## config.mk

```make
export PLATFORM = sky130hd
export DESIGN_NAME = hpdmc_wrpath
export DESIGN_NICKNAME = d
export VERILOG_FILES = /design/src/rtl/hpdmc_wrpath.sv
export SDC_FILE = /design/constraint.sdc
export NUM_CORES = 1
export LEC_CHECK = 0
export CELL_PAD_IN_SITES_DETAIL_PLACEMENT = 1
export CELL_PAD_IN_SITES_GLOBAL_PLACEMENT = 2
export CORE_MARGIN = 2
export CORE_UTILIZATION = 52
export CTS_BUF_LIST = sky130_fd_sc_hd__clkbuf_8
export DETAILED_ROUTE_END_ITERATION = 6
export GPL_TIMING_DRIVEN = 0
export HOLD_SLACK_MARGIN = 0.03
export PLACE_DENSITY_LB_ADDON = 0.1
export SYNTH_ARGS = -nofsm -noshare
export SYNTH_HDL_FRONTEND = slang
export SYNTH_SLANG_ARGS = --single-unit
```

## constraint.sdc

```tcl
create_clock -name sys_clk -period 22.1 [get_ports sys_clk]
set_clock_uncertainty 0.05 [all_clocks]
set_input_delay 3.315 -clock sys_clk [delete_from_list [all_inputs] [get_ports sys_clk]]
set_output_delay 3.315 -clock sys_clk [all_outputs]
set_load 0.02 [all_outputs]
```

## src/rtl/hpdmc_wrpath.sv

```systemverilog
`default_nettype none
//==============================================================================
// Module      : hpdmc_wrpath
// Description : DDR write-path sequencer. Queues write words and drives ODDR2
//               D0/D1 pairs for DQ, DM and DQS through a
//               preamble/data/postamble burst.
// Revision    : 1.0 - initial release
//==============================================================================
module hpdmc_wrpath #(
    parameter int DQ_WIDTH     = 32,
    parameter int DEPTH        = 8,
    parameter int BURST_CYCLES = 2,
    parameter int LATENCY      = 1
) (
    input  logic                      sys_clk,
    input  logic                      sys_rst,
    input  logic                      wr_valid,
    output logic                      wr_ready,
    input  logic [2*DQ_WIDTH-1:0]     wr_data,
    input  logic [2*DQ_WIDTH/8-1:0]   wr_mask,
    input  logic                      burst_start,
    output logic                      busy,
    output logic [DQ_WIDTH-1:0]       dq_d0,
    output logic [DQ_WIDTH-1:0]       dq_d1,
    output logic [DQ_WIDTH/8-1:0]     dm_d0,
    output logic [DQ_WIDTH/8-1:0]     dm_d1,
    output logic [DQ_WIDTH/8-1:0]     dqs_d0,
    output logic [DQ_WIDTH/8-1:0]     dqs_d1,
    output logic                      dq_oe,
    output logic                      dqs_oe,
    output logic                      underrun,
    output logic                      cmd_err
);

    localparam int c_NB     = DQ_WIDTH / 8;
    localparam int c_AW     = $clog2(DEPTH);
    localparam int c_CNT_W  = c_AW + 1;
    localparam logic [c_CNT_W-1:0] c_FULL       = c_CNT_W'(DEPTH);
    localparam logic [3:0]         c_LAT_LAST   = 4'((LATENCY > 0) ? LATENCY - 1 : 0);
    localparam logic [3:0]         c_BURST_LAST = 4'(BURST_CYCLES - 1);

    typedef enum logic [2:0] {
        S_IDLE = 3'd0,
        S_WAIT = 3'd1,
        S_PRE  = 3'd2,
        S_DATA = 3'd3,
        S_POST = 3'd4
    } state_t;

    state_t                 r_state, w_state_nxt;
    logic [3:0]             r_phase, w_phase_nxt;
    logic [c_AW-1:0]        r_wr_ptr, r_rd_ptr;
    logic [c_CNT_W-1:0]     r_count;
    logic [2*DQ_WIDTH-1:0]  r_mem_data [DEPTH];
    logic [2*c_NB-1:0]      r_mem_mask [DEPTH];
    logic                   r_underrun, r_cmd_err;

    logic                   w_push, w_pop, w_empty_hit;
    logic [2*DQ_WIDTH-1:0]  w_head_data;
    logic [2*c_NB-1:0]      w_head_mask;

    logic [DQ_WIDTH-1:0]    r_dq_d0, r_dq_d1, w_dq_d0, w_dq_d1;
    logic [c_NB-1:0]        r_dm_d0, r_dm_d1, w_dm_d0, w_dm_d1;
    logic [c_NB-1:0]        r_dqs_d0, r_dqs_d1, w_dqs_d0, w_dqs_d1;
    logic                   r_dq_oe, r_dqs_oe, w_dq_oe, w_dqs_oe;

    // Next-state and phase counter; phase restarts whenever the state changes
    always_comb begin
        w_state_nxt = r_state;
        case (r_state)
            S_IDLE: if (burst_start) w_state_nxt = (LATENCY > 0) ? S_WAIT : S_PRE;
            S_WAIT: if (r_phase == c_LAT_LAST) w_state_nxt = S_PRE;
            S_PRE:  w_state_nxt = S_DATA;
            S_DATA: if (r_phase == c_BURST_LAST) w_state_nxt = S_POST;
            S_POST: w_state_nxt = S_IDLE;
            default: w_state_nxt = S_IDLE;
        endcase
        w_phase_nxt = '0;
        if ((w_state_nxt == r_state) && ((r_state == S_WAIT) || (r_state == S_DATA)))
            w_phase_nxt = r_phase + 4'd1;
    end

    always_ff @(posedge sys_clk) begin
        if (sys_rst) begin
            r_state <= S_IDLE;
            r_phase <= '0;
        end else begin
            r_state <= w_state_nxt;
            r_phase <= w_phase_nxt;
        end
    end

    // Outputs are registered from the next state so they line up with the state held
    assign wr_ready    = (r_count != c_FULL);
    assign w_push      = wr_valid && wr_ready;
    assign w_pop       = (w_state_nxt == S_DATA) && (r_count != '0);
    assign w_empty_hit = (w_state_nxt == S_DATA) && (r_count == '0);
    assign w_head_data = r_mem_data[r_rd_ptr];
    assign w_head_mask = r_mem_mask[r_rd_ptr];

    always_ff @(posedge sys_clk) begin
        if (w_push && !sys_rst) begin
            r_mem_data[r_wr_ptr] <= wr_data;
            r_mem_mask[r_wr_ptr] <= wr_mask;
        end
    end

    always_ff @(posedge sys_clk) begin
        if (sys_rst) begin
            r_wr_ptr <= '0;
            r_rd_ptr <= '0;
            r_count  <= '0;
        end else begin
            if (w_push) r_wr_ptr <= r_wr_ptr + 1'b1;
            if (w_pop)  r_rd_ptr <= r_rd_ptr + 1'b1;
            case ({w_push, w_pop})
                2'b10:   r_count <= r_count + 1'b1;
                2'b01:   r_count <= r_count - 1'b1;
                default: r_count <= r_count;
            endcase
        end
    end

    always_comb begin
        w_dq_d0  = '0;
        w_dq_d1  = '0;
        w_dm_d0  = '1;
        w_dm_d1  = '1;
        w_dqs_d0 = '0;
        w_dqs_d1 = '0;
        w_dq_oe  = 1'b0;
        w_dqs_oe = 1'b0;
        case (w_state_nxt)
            S_PRE, S_POST: w_dqs_oe = 1'b1;
            S_DATA: begin
                w_dqs_oe = 1'b1;
                w_dq_oe  = 1'b1;
                w_dqs_d0 = '1;
                if (w_pop) begin
                    w_dq_d0 = w_head_data[2*DQ_WIDTH-1:DQ_WIDTH];
                    w_dq_d1 = w_head_data[DQ_WIDTH-1:0];
                    w_dm_d0 = w_head_mask[2*c_NB-1:c_NB];
                    w_dm_d1 = w_head_mask[c_NB-1:0];
                end
            end
            default: ;
        endcase
    end

    always_ff @(posedge sys_clk) begin
        if (sys_rst) begin
            r_dq_d0    <= '0;
            r_dq_d1    <= '0;
            r_dm_d0    <= '1;
            r_dm_d1    <= '1;
            r_dqs_d0   <= '0;
            r_dqs_d1   <= '0;
            r_dq_oe    <= 1'b0;
            r_dqs_oe   <= 1'b0;
            r_underrun <= 1'b0;
            r_cmd_err  <= 1'b0;
        end else begin
            r_dq_d0    <= w_dq_d0;
            r_dq_d1    <= w_dq_d1;
            r_dm_d0    <= w_dm_d0;
            r_dm_d1    <= w_dm_d1;
            r_dqs_d0   <= w_dqs_d0;
            r_dqs_d1   <= w_dqs_d1;
            r_dq_oe    <= w_dq_oe;
            r_dqs_oe   <= w_dqs_oe;
            if (w_empty_hit) r_underrun <= 1'b1;
            if (burst_start && (r_state != S_IDLE)) r_cmd_err <= 1'b1;
        end
    end

    assign busy     = (r_state != S_IDLE);
    assign dq_d0    = r_dq_d0;
    assign dq_d1    = r_dq_d1;
    assign dm_d0    = r_dm_d0;
    assign dm_d1    = r_dm_d1;
    assign dqs_d0   = r_dqs_d0;
    assign dqs_d1   = r_dqs_d1;
    assign dq_oe    = r_dq_oe;
    assign dqs_oe   = r_dqs_oe;
    assign underrun = r_underrun;
    assign cmd_err  = r_cmd_err;

endmodule
`default_nettype wire

```

### Yosys cells after proc, flatten, opt, wreduce, memory -nomap -nowiden

Memories as Yosys holds them, arrays and structs flattened. A register that Yosys moved wholly into a read port is not among the register bits.
Cells that the tools add are included.

* bits in writable memories: 576
* input port bits: 76
* output and inout bits: 86
* word-level logic and storage cells: 58
* bits in registers: 25
* memories kept: 2

Memory list
* r_mem_data: words 8, width 64, rd ports 1, clocked after Yosys merged registers in 1, write ports 1, RTL line 54 `logic [2*DQ_WIDTH-1:0] r_mem_data [DEPTH];`
* r_mem_mask: words 8, width 8, rd ports 1, clocked after Yosys merged registers in 1, write ports 1, RTL line 55 `logic [2*c_NB-1:0] r_mem_mask [DEPTH];`

* add/subtract/negate cells: 5
* equal/unequal tests: 11
* muxes and demuxes: 10
* bitwise gates (word level): 3
* reduce and logical (&&, ||, !) cells: 17

Operators with widths (count)
* $eq A3 B2 Y1 const B: 4
* $pmux W3 S4: 1
* $mux W3: 3
* $add A4 B1 Y4 const B: 2
* $logic_not A4 Y1: 2
* $pmux W4 S2: 1
* $add A3 B1 Y3 const B: 2
* $logic_and A1 B1 Y1: 6
* $reduce_or A3 Y1: 2
* $eq A4 B1 Y1 const B: 1
* $mux W1: 4
* $mux W4: 1
* $ne A4 B4 Y1 const B: 1
* $reduce_bool A4 Y1: 1
* $sub A4 B1 Y4 const B: 1
* $eq A3 B1 Y1 const B: 1
* $eq A3 B3 Y1: 1
* $eq A3 B3 Y1 const B: 1
* $logic_not A3 Y1: 1
* $not A1 Y1: 3
* $reduce_bool A3 Y1: 1
* $eq A2 B1 Y1 const B: 1
* $eq A2 B2 Y1 const B: 1
* $reduce_bool A2 Y1: 1
* other kinds (3): 3

### Longest topological paths before layout

Gate-level depths: netlist (run 1).

* depth after elaboration: 7
* gate-level depth with buffers: 11
* mapped depth without buffers: 11

### Worst setup path before layout (run 1)

No wires, ideal clock.

* path kind: in2reg
* start: in sys_rst
* end: mem r_mem_data[1][0] (netlist bit), enable pin
* buffers on the path: 1
* required time: 21.370 ns
* library setup time: 0.680 ns
* setup slack: 10.954 ns
* arrival: 10.417 ns
* stages on the path: 2
* cells stage by stage: clkbuf_1 -> nor4_1

* cells in the longest elaborated chain, start to end: 4

Ends and longest elaborated chain
* start: declaration: RTL line 16 `input logic sys_rst,`
* $logic_not A1 Y1: RTL line 102 `if (w_push && !sys_rst) begin`
* $logic_and A1 B1 Y1: RTL line 102
* $mux W1: RTL line 102
* $mux W1 (not written as such): RTL line 103 `r_mem_data[r_wr_ptr] <= wr_data;`
* end: declaration: RTL line 54

Every way passes these cells.

### Final worst setup path (run 1)

* start: reg r_count[1]
* end: out wr_ready

* cells in the longest elaborated chain, start to end: 1

Ends and longest elaborated chain
* start: declaration: RTL line 53 `logic [c_CNT_W-1:0] r_count;`
* start signal: assignment: RTL line 117 `2'b10: r_count <= r_count + 1'b1;`
* start signal: assignment: RTL line 118 `2'b01: r_count <= r_count - 1'b1;`
* start signal: assignment: RTL line 119 `default: r_count <= r_count;`
* $ne A4 B4 Y1: RTL line 94 `assign wr_ready = (r_count != c_FULL);`
* end: declaration: RTL line 18 `output logic wr_ready,`

Every way passes these cells.

==> flow_metrics.env, run 1 <==
export IMPL_status="completed"
export IMPL_crit_required_ns=18.74
export IMPL_synth_edf_count=576
export IMPL_vias=11858
export IMPL_worstReg2RegEnd="r_count[2]$_SDFFE_PP0P_"
export IMPL_antenna_found_initial=4
export IMPL_grt_first_pass_wirelength_mm=79.85
export IMPL_synth_cell_types=45
export IMPL_place_gp_congestion=0.7170
export IMPL_setup_viol=0
export IMPL_pwr_share_clk=0.385
export IMPL_grt_max_degree=25
export IMPL_p_int_mw=2.055
export IMPL_grt_pass1_vias=12958
export IMPL_seq_power_share=0.533
export IMPL_coreArea_um2=46460
export IMPL_clk_pin_slew_ns=0.06
export IMPL_yosys_register_bits=669
export IMPL_synthArstFlopShare=0
export IMPL_syn2layout_area_growth_pct=21.24
export IMPL_reg2reg_depth=11
export IMPL_postRouteAntennaNets=0
export IMPL_drc=0
export IMPL_die_w_um=220.6
export IMPL_power_density_nw_per_um2=89.43
export IMPL_drv_cap=0
export IMPL_ys_seq_area_frac=0.7851
export IMPL_nFillCells=3904
export IMPL_post_drt_wl_per_cell_um=24.72
export IMPL_clockBufferDepth=3
export IMPL_grtUsageTotal=0.2272
export IMPL_hold_viol=0
export IMPL_drt_pass1_iter_count=5
export IMPL_cts_resized=0
export IMPL_post_cts_setup_buffers=0
export IMPL_cp_start_kind="flip-flop"
export IMPL_cts_max_level=3
export IMPL_avgSynthCellArea_um2=21.92
export IMPL_io_pins=162
export IMPL_cts_tree="built"
export IMPL_start_util=0.5253
export IMPL_cts_made_buffers=105
export IMPL_slew_headroom=0.3443
export IMPL_vias_per_cell=5.546
export IMPL_clock_sinks=669
export IMPL_path_class="flip-flop to output port"
export IMPL_drive_gt1_frac=0.2608
export IMPL_nets=1525
export IMPL_postSynthCellCount=1113
export IMPL_peakVddDrop_mv=0.07114
export IMPL_holdWs_ns=0.4307
export IMPL_drt_initial_drc_count=1015
export IMPL_period_needed_ns=5.702
export IMPL_routed_wl_mm=52.84
export IMPL_holdPathEnd="cmd_err$_SDFFE_PP0P_"
export IMPL_grt_overflow=0
export IMPL_synth_ff_type="edfxtp_1"
export IMPL_min_path_type="flip-flop to flip-flop"
export IMPL_leakagePower_nw=9.599
export IMPL_tightest_slew_ns=0.9754
export IMPL_die_height_um=220.6
export IMPL_min_delay_start="cmd_err$_SDFFE_PP0P_"
export IMPL_worstSkewPairLatency_ns=0.68
export IMPL_switching_share=0.2235
export IMPL_fin_setup_tns_ns=0
export IMPL_dieArea_um2=48680
export IMPL_ys_warn_count=0
export IMPL_p_switching_mw=0.5914
export IMPL_min_path_cells=2
export IMPL_hold_buffers=0
export IMPL_slew_viol_final=0
export IMPL_fp_row_count=79
export IMPL_r2r_start="r_phase[1]$_SDFF_PP0_"
export IMPL_combinationalPowerShare=0.083
export IMPL_arrival_ns=2.34
export IMPL_reg2reg_slack_ns=19.07
export IMPL_cts_root_buf="clkbuf_8"
export IMPL_hpwl_mm=34.61
export IMPL_clock_fmax_mhz=175.4
export IMPL_port_buffers=156
export IMPL_netlist_area_um2=24400
export IMPL_critPathCaptureType="output port"
export IMPL_finalCritPeriodShare=0.2580
export IMPL_path_max_fanout=9
export IMPL_rsz0062_at_grt="no"
-- flip-flops by register name (all words and copies together), names as in the netlist --
register / flops
underrun: 1
dq_d1: 32
r_state: 3
dqs_d0: 1
r_phase: 4
r_mem_data: 512
dqs_oe: 1
r_count: 4
r_mem_mask: 64
cmd_err: 1
r_rd_ptr: 3
dm_d1: 4
dm_d0: 4
dq_d0: 32
r_wr_ptr: 3
-- through the flow --
stage,utilization,cells,area (um^2),total power [mW],worst slack (ns)
after CTS,0.6368,2137,29580,2.677,16.32
final,0.6368,2138,29590,2.646,16.40
after floorplan,-,1116,24410,1.573,10.95
after global routing,0.6368,2137,29580,2.743,16.31
after global placement,0.5755,1879,26730,1.652,3.016
after detailed placement,0.5921,1941,27510,1.659,16.00
-- cells by family (layout without fill, tap and decap cells) --
| group | count (synthesis) | in the layout | synth area share |
|---|---|---|---|
| flops | 669 | 669 | 0.7851 |
| simple gates | 126 | 126 | 0.02323 |
| mux | 220 | 220 | 0.1641 |
| buf+inv | 64 | 478 | 0.01487 |
| other cells | 1 | 5 | 0.0001537 |
| compound gates | 17 | 17 | 0.005538 |
| xor+xnor | 8 | 8 | 0.002871 |
| fa+ha+maj | 8 | 8 | 0.004102 |
-- cell type report --
cell class,instances,area (um^2),area share
clock buffers,118,1624,0.05489
inverters,5,18.77,0.0006344
clock inverters,78,454.2,0.01535
flip-flops and latches,669,19160,0.6476
plain buffers,59,344.1,0.01163
diodes,1,2.502,0.00008458
repair buffers,218,2282,0.07714
well taps,607,759.5,0.02567
multi-input cells,383,4942,0.1670
-- cells in the mapped netlist (all sizes together), types with 2 or more instances --
library cell | n | area, um^2
a21oi | 7 | 38.79
and3 | 2 | 12.51
buf | 46 | 295.3
clkbuf | 13 | 48.80
dfxtp | 93 | 1862
edfxtp | 576 | 17300
ha | 8 | 100.1
inv | 5 | 18.77
mux2i | 75 | 750.7
mux4 | 144 | 3243
nand2 | 13 | 56.30
nand2b | 2 | 12.51
nand3 | 6 | 35.03
nor2 | 84 | 315.3
nor3 | 4 | 20.02
nor3b | 3 | 27.52
nor4 | 3 | 25.02
o21ai | 2 | 10.01
or3 | 3 | 18.77
xnor2 | 3 | 26.28
xor2 | 5 | 43.79
-- cell usage in the layout (no fill, tap or decap), types with 6 or more instances in the layout --
cell / n
a21oi_1: 6
buf_1: 6
buf_12: 7
buf_2: 23
buf_4: 33
buf_6: 32
clkbuf_1: 13
clkbuf_8: 118
clkdlybuf4s50_1: 156
clkinv_1: 16
clkinv_2: 12
dfxtp_1: 93
edfxtp_1: 576
ha_1: 8
inv_1: 47
mux2i_1: 75
mux4_2: 144
nand2_1: 12
nor2_1: 81
-- metal layers --
metal  wire length [um]  track usage  part of all wire
met1              22710       0.3136              0.43
met3               2923      0.05100             0.055
met5                 30            0           0.00057
met4               1172      0.06778             0.022
met2              26010       0.3675              0.49
-- how the worst max path moves through the flow --
stage,slack [ns],endpoint,startpoint
after floorplan,10.95,r_mem_data[1][0]$_DFFE_PP_,sys_rst
after global placement,3.02,r_mem_data[1][61]$_DFFE_PP_,wr_valid
after detailed placement,16.00,r_mem_data[0][61]$_DFFE_PP_,wr_valid
after CTS,16.32,wr_ready,r_count[1]$_SDFFE_PP0P_
after global routing,16.31,wr_ready,r_count[1]$_SDFFE_PP0P_
final,16.40,wr_ready,r_count[1]$_SDFFE_PP0P_
-- critical path, cell delays in order, from the launching register on --
cell	delay, ns
dfxtp_1	0.31
buf_6	0.13
or4b_1	0.51
buf_4	0.18
clkdlybuf4s50_1	0.54
-- power groups by stage --
stage               Combinational (mW)  Sequential, mW  Clock, mW
finish                           0.218            1.41       1.02
global route                     0.237            1.41       1.09
CTS                              0.224            1.41       1.04
detailed placement               0.223            1.44          0
global placement                 0.210            1.44          0
floorplan                        0.128            1.44          0
No activity file was read; power rests on OpenSTA's default activity.
==> run 2: changes to the inputs <==
--- a/config.mk
+++ b/config.mk
@@ -8,7 +8,7 @@
 export CELL_PAD_IN_SITES_DETAIL_PLACEMENT = 1
 export CELL_PAD_IN_SITES_GLOBAL_PLACEMENT = 2
 export CORE_MARGIN = 2
-export CORE_UTILIZATION = 52
+export CORE_UTILIZATION = 43
 export CTS_BUF_LIST = sky130_fd_sc_hd__clkbuf_8
 export DETAILED_ROUTE_END_ITERATION = 6
 export GPL_TIMING_DRIVEN = 0
==> constraint.sdc (replaced) <==
create_clock -name sys_clk -period 5 [get_ports sys_clk]
set_clock_uncertainty 0.05 [all_clocks]
set_input_delay 0.75 -clock sys_clk [delete_from_list [all_inputs] [get_ports sys_clk]]
set_output_delay 0.75 -clock sys_clk [all_outputs]
set_load 0.02 [all_outputs]
==> flow_metrics.env, run 2 (same netlist as run 1, synthesis figures left out) <==
export IMPL_nets=1516
export IMPL_start_util=0.4336
export IMPL_cts_tree="built"
export IMPL_vias=11779
export IMPL_hold_buffers=0
export IMPL_largestRegisters="r_mem_data (512), r_mem_mask (64)"
export IMPL_final_common_cell="edfxtp_1"
export IMPL_rsz0062_at_grt="no"
export IMPL_cp_start_kind="flip-flop"
export IMPL_routed_wl_mm=53.57
export IMPL_setup_viol=0
export IMPL_pwr_share_clk=0.385
export IMPL_cts_root_buf="clkbuf_8"
export IMPL_finalCritPeriodShare=0.6263
export IMPL_min_path_type="flip-flop to flip-flop"
export IMPL_postRouteAntennaNets=0
export IMPL_port_buffers=156
export IMPL_slew_headroom=0.3466
export IMPL_design_area_um2=30000
export IMPL_dieArea_um2=58670
export IMPL_path_max_fanout=9
export IMPL_power_density_nw_per_um2=391.2
export IMPL_drive_gt1_frac=0.2587
export IMPL_drt_initial_drc_count=752
export IMPL_critPathCaptureType="output port"
export IMPL_largest_register_ffs=512
export IMPL_cts_resized=0
export IMPL_grt_max_degree=24
export IMPL_clockBufferDepth=3
export IMPL_arrival_ns=2.33
export IMPL_hold_viol=0
export IMPL_die_w_um=242.2
export IMPL_post_cts_setup_buffers=0
export IMPL_fp_row_count=87
export IMPL_path_cells="buf_6, or4b_1, buf_4, clkdlybuf4s50_1"
export IMPL_largest_register="r_mem_data"
export IMPL_clock_sinks=669
export IMPL_setup_slack_ns=1.868
export IMPL_critical_path_slowest_cell="clkdlybuf4s50_1"
export IMPL_grtUsageTotal=0.1867
export IMPL_tightest_slew_ns=0.9802
export IMPL_period_needed_ns=3.132
export IMPL_seq_power_share=0.531
export IMPL_max_stage_delay_ns=0.53
export IMPL_antenna_found_initial=6
export IMPL_vias_per_cell=5.148
export IMPL_crit_buf_inv=3
export IMPL_clock_fmax_mhz=319.3
export IMPL_worstSkewPairLatency_ns=0.70
export IMPL_place_gp_congestion=0.6700
export IMPL_status="completed"
export IMPL_peakVddDrop_mv=0.1980
export IMPL_path_class="flip-flop to output port"
export IMPL_io_pins=162
export IMPL_critPathTopFamily="buffers and inverters"
export IMPL_leakagePower_nw=9.654
export IMPL_coreArea_um2=56280
export IMPL_clk_pin_slew_ns=0.06
export IMPL_slew_viol_final=0
export IMPL_crit_required_ns=4.20
export IMPL_syn2layout_area_growth_pct=22.94
export IMPL_p_switching_mw=2.666
export IMPL_p_int_mw=9.071
export IMPL_die_height_um=242.2
export IMPL_place_ws_ns=1.387
export IMPL_dpl_cell_area_um2=27850
export IMPL_switching_share=0.2271
export IMPL_post_drt_wl_per_cell_um=23.41
export IMPL_hpwl_mm=34.32
export IMPL_drv_cap=0
export IMPL_layout_common_cells="edfxtp_1 (576), clkdlybuf4s50_1 (156), mux4_2 (144)"
export IMPL_grt_overflow=0
export IMPL_grt_pass1_vias=12766
export IMPL_grt_first_pass_wirelength_mm=81.19
export IMPL_cts_max_level=3
export IMPL_cts_made_buffers=111
export IMPL_combinationalPowerShare=0.084
export IMPL_drc=0
export IMPL_drt_pass1_iter_count=4
run 2: cell types whose count changed in the layout (fill, tap and decap cells not counted), moves of 2 or more:
cell,before,now
buf_16,2,13
inv_1,47,54
clkinv_1,16,13
nor3_2,2,0
nor4_2,3,1
nor4_4,0,2
buf_8,5,11
clkbuf_8,118,129
nor3_4,0,2
clkinv_2,12,17
buf_6,32,24
buf_4,33,9
bufinv_16,5,1
run 2: power groups by stage:
| stage | Combinational (mW) | Sequential [mW] | Clock (mW) |
|---|---|---|---|
| floorplan | 0.567 | 6.38 | 0 |
| global placement | 0.943 | 6.36 | 0 |
| detailed placement | 1.01 | 6.35 | 0 |
| CTS | 1.01 | 6.23 | 4.68 |
| global route | 1.07 | 6.24 | 4.92 |
| finish | 0.981 | 6.23 | 4.52 |
run 2: metal layers:
| metal | global-route usage | wire length (um) | vias up |
|---|---|---|---|
| met3 | 0.04254 | 2514 | 88 |
| met2 | 0.3000 | 25840 | 250 |
| met4 | 0.05610 | 924 | 10 |
| li1 | - | - | 5190 |
| met1 | 0.2563 | 24230 | 6241 |
| met5 | 0 | 64 | - |
run 2: worst paths after layout:
check / slack, ns / end / cells past startpoint / from
setup / recovery: 1.87 / wr_ready / 4 / r_count[1]$_SDFFE_PP0P_
hold / removal: 0.43 / cmd_err$_SDFFE_PP0P_ / 2 / cmd_err$_SDFFE_PP0P_
setup reg to reg: 1.99 / r_mem_data[4][55]$_DFFE_PP_ / 8 / r_count[0]$_SDFFE_PP0P_
hold reg to reg: 0.43 / cmd_err$_SDFFE_PP0P_ / 2 / cmd_err$_SDFFE_PP0P_
run 2: worst reg2reg max path, stage by stage (launching register included):
cell	delay (ns)
dfxtp_1	0.46
or4b_1	0.17
buf_4	0.15
nand2_4	0.10
or3_1	0.46
nor3b_4	0.68
buf_8	0.25
buf_8	0.17
buf_8	0.20
run 2: layout make-up:
type / instances / area [um^2]
Fill cell: 5064 / 26280
Clock buffer: 129 / 1775
Tap cell: 756 / 945.9
Sequential cell: 669 / 19160
Inverter: 5 / 18.77
Multi-Input combinational cell: 383 / 4979
Timing Repair Buffer: 203 / 2405
Antenna cell: 1 / 2.502
Buffer: 59 / 344.1
Clock inverter: 83 / 370.4
run 2: metrics by stage:
step | cells | TNS [ns] | power (mW) | hold WS (ns) | util
global route | 2287 | 0 | 12.23 | 0.4498 | 0.5330
CTS | 2287 | 0 | 11.92 | 0.4403 | 0.5330
floorplan | 1116 | -76.78 | 6.948 | 0.3946 | -
finish | 2288 | 0 | 11.74 | 0.4257 | 0.5330
global placement | 2028 | -2390.59 | 7.304 | 0.4051 | 0.4788
detailed placement | 2075 | 0 | 7.357 | 0.4221 | 0.4949
==> patch 1, RTL diff (config.mk and constraints of run 2) <==
Encoding of `state_t`: now one-hot (5 bits for 5 states).
--- a/src/rtl/hpdmc_wrpath.sv
+++ b/src/rtl/hpdmc_wrpath.sv
@@ -41,8 +41,8 @@
 
-    typedef enum logic [2:0] {
-        S_IDLE = 3'd0,
-        S_WAIT = 3'd1,
-        S_PRE  = 3'd2,
-        S_DATA = 3'd3,
-        S_POST = 3'd4
+    typedef enum logic [4:0] {
+        S_IDLE = 5'b00001,
+        S_WAIT = 5'b00010,
+        S_PRE  = 5'b00100,
+        S_DATA = 5'b01000,
+        S_POST = 5'b10000
     } state_t;
Function: same outputs for any inputs over 4 cycles, from zero or initial values and one cycle with sys_rst high; so few cycles prove little.
==> patch 1 against run 2 <==
Area after synthesis up 1.2%. Worst setup slack worse by 1400 ps. First-iteration DRC count shrank 19%. Count of clock-buffer cells in the layout grew 16. Non-clock buffer count up 6. Via count up 2.7%. Global-route usage grew 0.70 points. Final cell count grew 1.1%. Sequential cell count grew 2. Wire length up 4.8%. Final area increased by 0.84%. Largest cell class unchanged.
Power is not compared: it rests on default switching activity, and its combinational part moved more than twofold at a synthesized area within 25%.
==> patch 1: results (changes against run 2) <==
hold path cells=1 (-1); pre-CTS setup slack=362.3 ps (-1024 ps); number of iterations in the first detailed-routing pass=5 (+1); Non-Filler Instances=2314 (+1.1%); final setup fails=0 (unchanged); GRT Util Overall=0.1937 (+0.006993); number of nets in the layout=1544 (+1.8%); setup bufs post-CTS=0 (unchanged); clock insertion delay at the later pin of the skew report=700 ps (about the same); share of cells above drive strength 1=0.2598 (+0.001153); biggest regs=r_mem_data x512, r_mem_mask x64; worst-margin pin slew=1055 ps (+75.31 ps); met1 Usage GRT=0.2633 (+0.006998); switching power=0.002349 W; first-pass GRT wire length=84320 um (+3.9%); Worst VDD drop=0.2420 mV; H-Tree Depth=3 (unchanged); top sig layer=met5; GP Congestion=0.6984 (+4.2%); post-detail-place hpwl=35980 um (+4.8%); placed instance area=27980 um^2 (+0.48%); Clock transition at path regs=60 ps (about the same); met2 WL=27640 um (+7.0%); Seq/Total Area, Yosys=0.7774 (-0.007726); Crit-path slowest cell=clkbuf_1; crit path DAT=5120 ps (+2790 ps); HP Class=reg -> reg; # resized after CTS=0 (unchanged); Worst Reg-to-Reg Cells=12 (+4); Pleak=9.499 nW; commonest cells in the netlist=edfxtp_1 (576), mux4_2 (144), dfxtp_1 (95); Largest stage delay, worst path=720 ps (+190 ps); via count=12097 (+2.7%); I/O Buffers=157 (+0.64%); Pwr Total=0.01123 W; initial drt markers=612 (-19%); Synth Flop Type=edfxtp_1; antenna violations before repair=6 (unchanged); crit-path max FO=10 (+1); Detail Route met3 WL=2622 um (+4.3%); met1 WL=24780 um (+2.3%); Area contributors post-synth=edfxtp_1 (70%), mux4_2 (13%), dfxtp_1 (7.7%); run status=finished, final reports clean; largest net degree at the start of global routing=24 (unchanged); number of library cell types mapped by synthesis=45 (unchanged); YS warnings=0 (unchanged); Synth async-reset ratio=0 (unchanged); number of global-route vias before repair=13187 (+3.3%); grt met2 use=0.3135 (+0.01347); GR Layer Usage met3=0.04131 (-0.001230); Cells after DPL=2102 (+1.3%); wire length per cell=24.27 um (+3.6%); Clk power=0.00472 W; Synth Instances=1140 (+2.4%)
## patch 1: cell families (layout without fill, tap and decap cells)
family,count (synthesis),after routing,synth area share
DFF,671,671,0.7774
muxes,217,217,0.1610
and+or+nand+nor,140,140,0.03430
buffers and inverters,74,486,0.01424
AOI/OAI and AO/OA,22,22,0.005979
adders and majority gates,9,9,0.004864
xor gates and xnor gates,6,6,0.002128
other,1,7,0.0001518
## patch 1: area by class of cell
cell class	instances	area [um^2]
diodes	3	7.507
clock buffers	145	1996
flip-flops and latches	671	19200
clock inverters	64	264.0
plain buffers	65	317.8
repair buffers	203	2273
fillers	5093	26350
multi-input cells	398	5214
well taps	756	945.9
inverters	9	33.78
## patch 1: worst paths after layout
path,startpoint,to,slack (ps)
worst max-delay path,r_phase[0],r_count[3],440
worst min-delay path,r_phase[0],r_phase[0],420
worst max register to register,r_phase[0],r_count[3],440
worst min register to register,r_phase[0],r_phase[0],420
==> patch 2, RTL diff (settings of run 2) <==
Made on the original files. Set the parameter `DEPTH` to 4 (it was 8).
--- a/src/rtl/hpdmc_wrpath.sv
+++ b/src/rtl/hpdmc_wrpath.sv
@@ -10,3 +10,3 @@
     parameter int DQ_WIDTH     = 32,
-    parameter int DEPTH        = 8,
+    parameter int DEPTH        = 4,
     parameter int BURST_CYCLES = 2,
Behaviour: no difference found for any inputs over 4 cycles, from zero or initial values and one cycle with sys_rst high; that may be too few to reach the edited logic, so the function may still have changed.
==> patch 2 against run 2 <==
Power shrank 44%. Worst setup slack gained 130 ps. Global-route usage shrank 1.9 points. Fmax grew 4.4%. Critical path depth shrank 1. Highest routed layer unchanged. Largest power group unchanged. Wire length shrank 50%. Final area shrank 44%. Utilization grew 0.80 points. Area after synthesis shrank 44%. Sequential share of layout area shrank 2.2 points. Sequential cell count shrank 291. Largest cell class unchanged.
==> patch 2: results (changes against run 2) <==
comb_multi_in=220 (-43%); Cells after DPL=1205 (-42%); Worst R2R Start=r_count[2]; GP Congestion=0.7087 (+5.8%); pre-CTS setup slack=1722 ps (+335.8 ps); antenna violations before repair=3 (-3); inverters=12 (+7); # fillers=2766 (-45%); Post-Synth XOR/XNOR Area=0.002582 (-0.0002898); GRT Util Overall=0.1677 (-0.01899); run status=finished, final reports clean; switching power=0.001474 W (-45%); commonest cells in the netlist=edfxtp_1 (288), dfxtp_1 (90), nor2b_1 (64); number of nets in the layout=950 (-37%); via count=6596 (-44%); H-Tree Depth=2 (-1); largest net degree at the start of global routing=49 (+100%); Compound-Gate Fraction of Synth Area=0.006638 (+0.001101); Mean Syn Cell Area=21.20 um^2 (-3.3%); FF+latch count, synth=378 (-43%); core area=31310 um^2 (-44%); Tcrit/Tclk final=0.5999 (-0.02647); met1 WL=11010 um (-55%); Detail Route met3 WL=1436 um (-43%); multi-input logic area=2869 um^2 (-42%); crit-path max FO=5 (-4); met1 Usage GRT=0.2050 (-0.05131)
[patch 2: changes by cell type in the layout (fill, tap and decap cells not counted), moves of 19 or more]
cell | run 2 | this run
clkbuf_8 | 129 | 70
edfxtp_1 | 576 | 288
inv_1 | 54 | 35
mux2i_1 | 75 | 0
mux4_1 | 0 | 62
mux4_2 | 144 | 10
nor2_1 | 81 | 11
nor2b_1 | 1 | 64
[patch 2: worst max-delay path, delay by kind of cell (launching register included)]
kind,cells,cell delay [ps]
buffers and inverters,2,760
flip-flops,1,390
AND/OR/NAND/NOR,1,480
[patch 2: power groups by stage]
stage | clock network (W) | logic, W | registers [W]
2_1_floorplan | 0 | 0.000325 | 0.00363
3_3_place_gp | 0 | 0.000592 | 0.00360
3_5_place_dp | 0 | 0.000622 | 0.00360
4_1_cts | 0.00256 | 0.000624 | 0.00354
5_1_grt | 0.00271 | 0.000658 | 0.00355
6_report | 0.00247 | 0.000607 | 0.00354
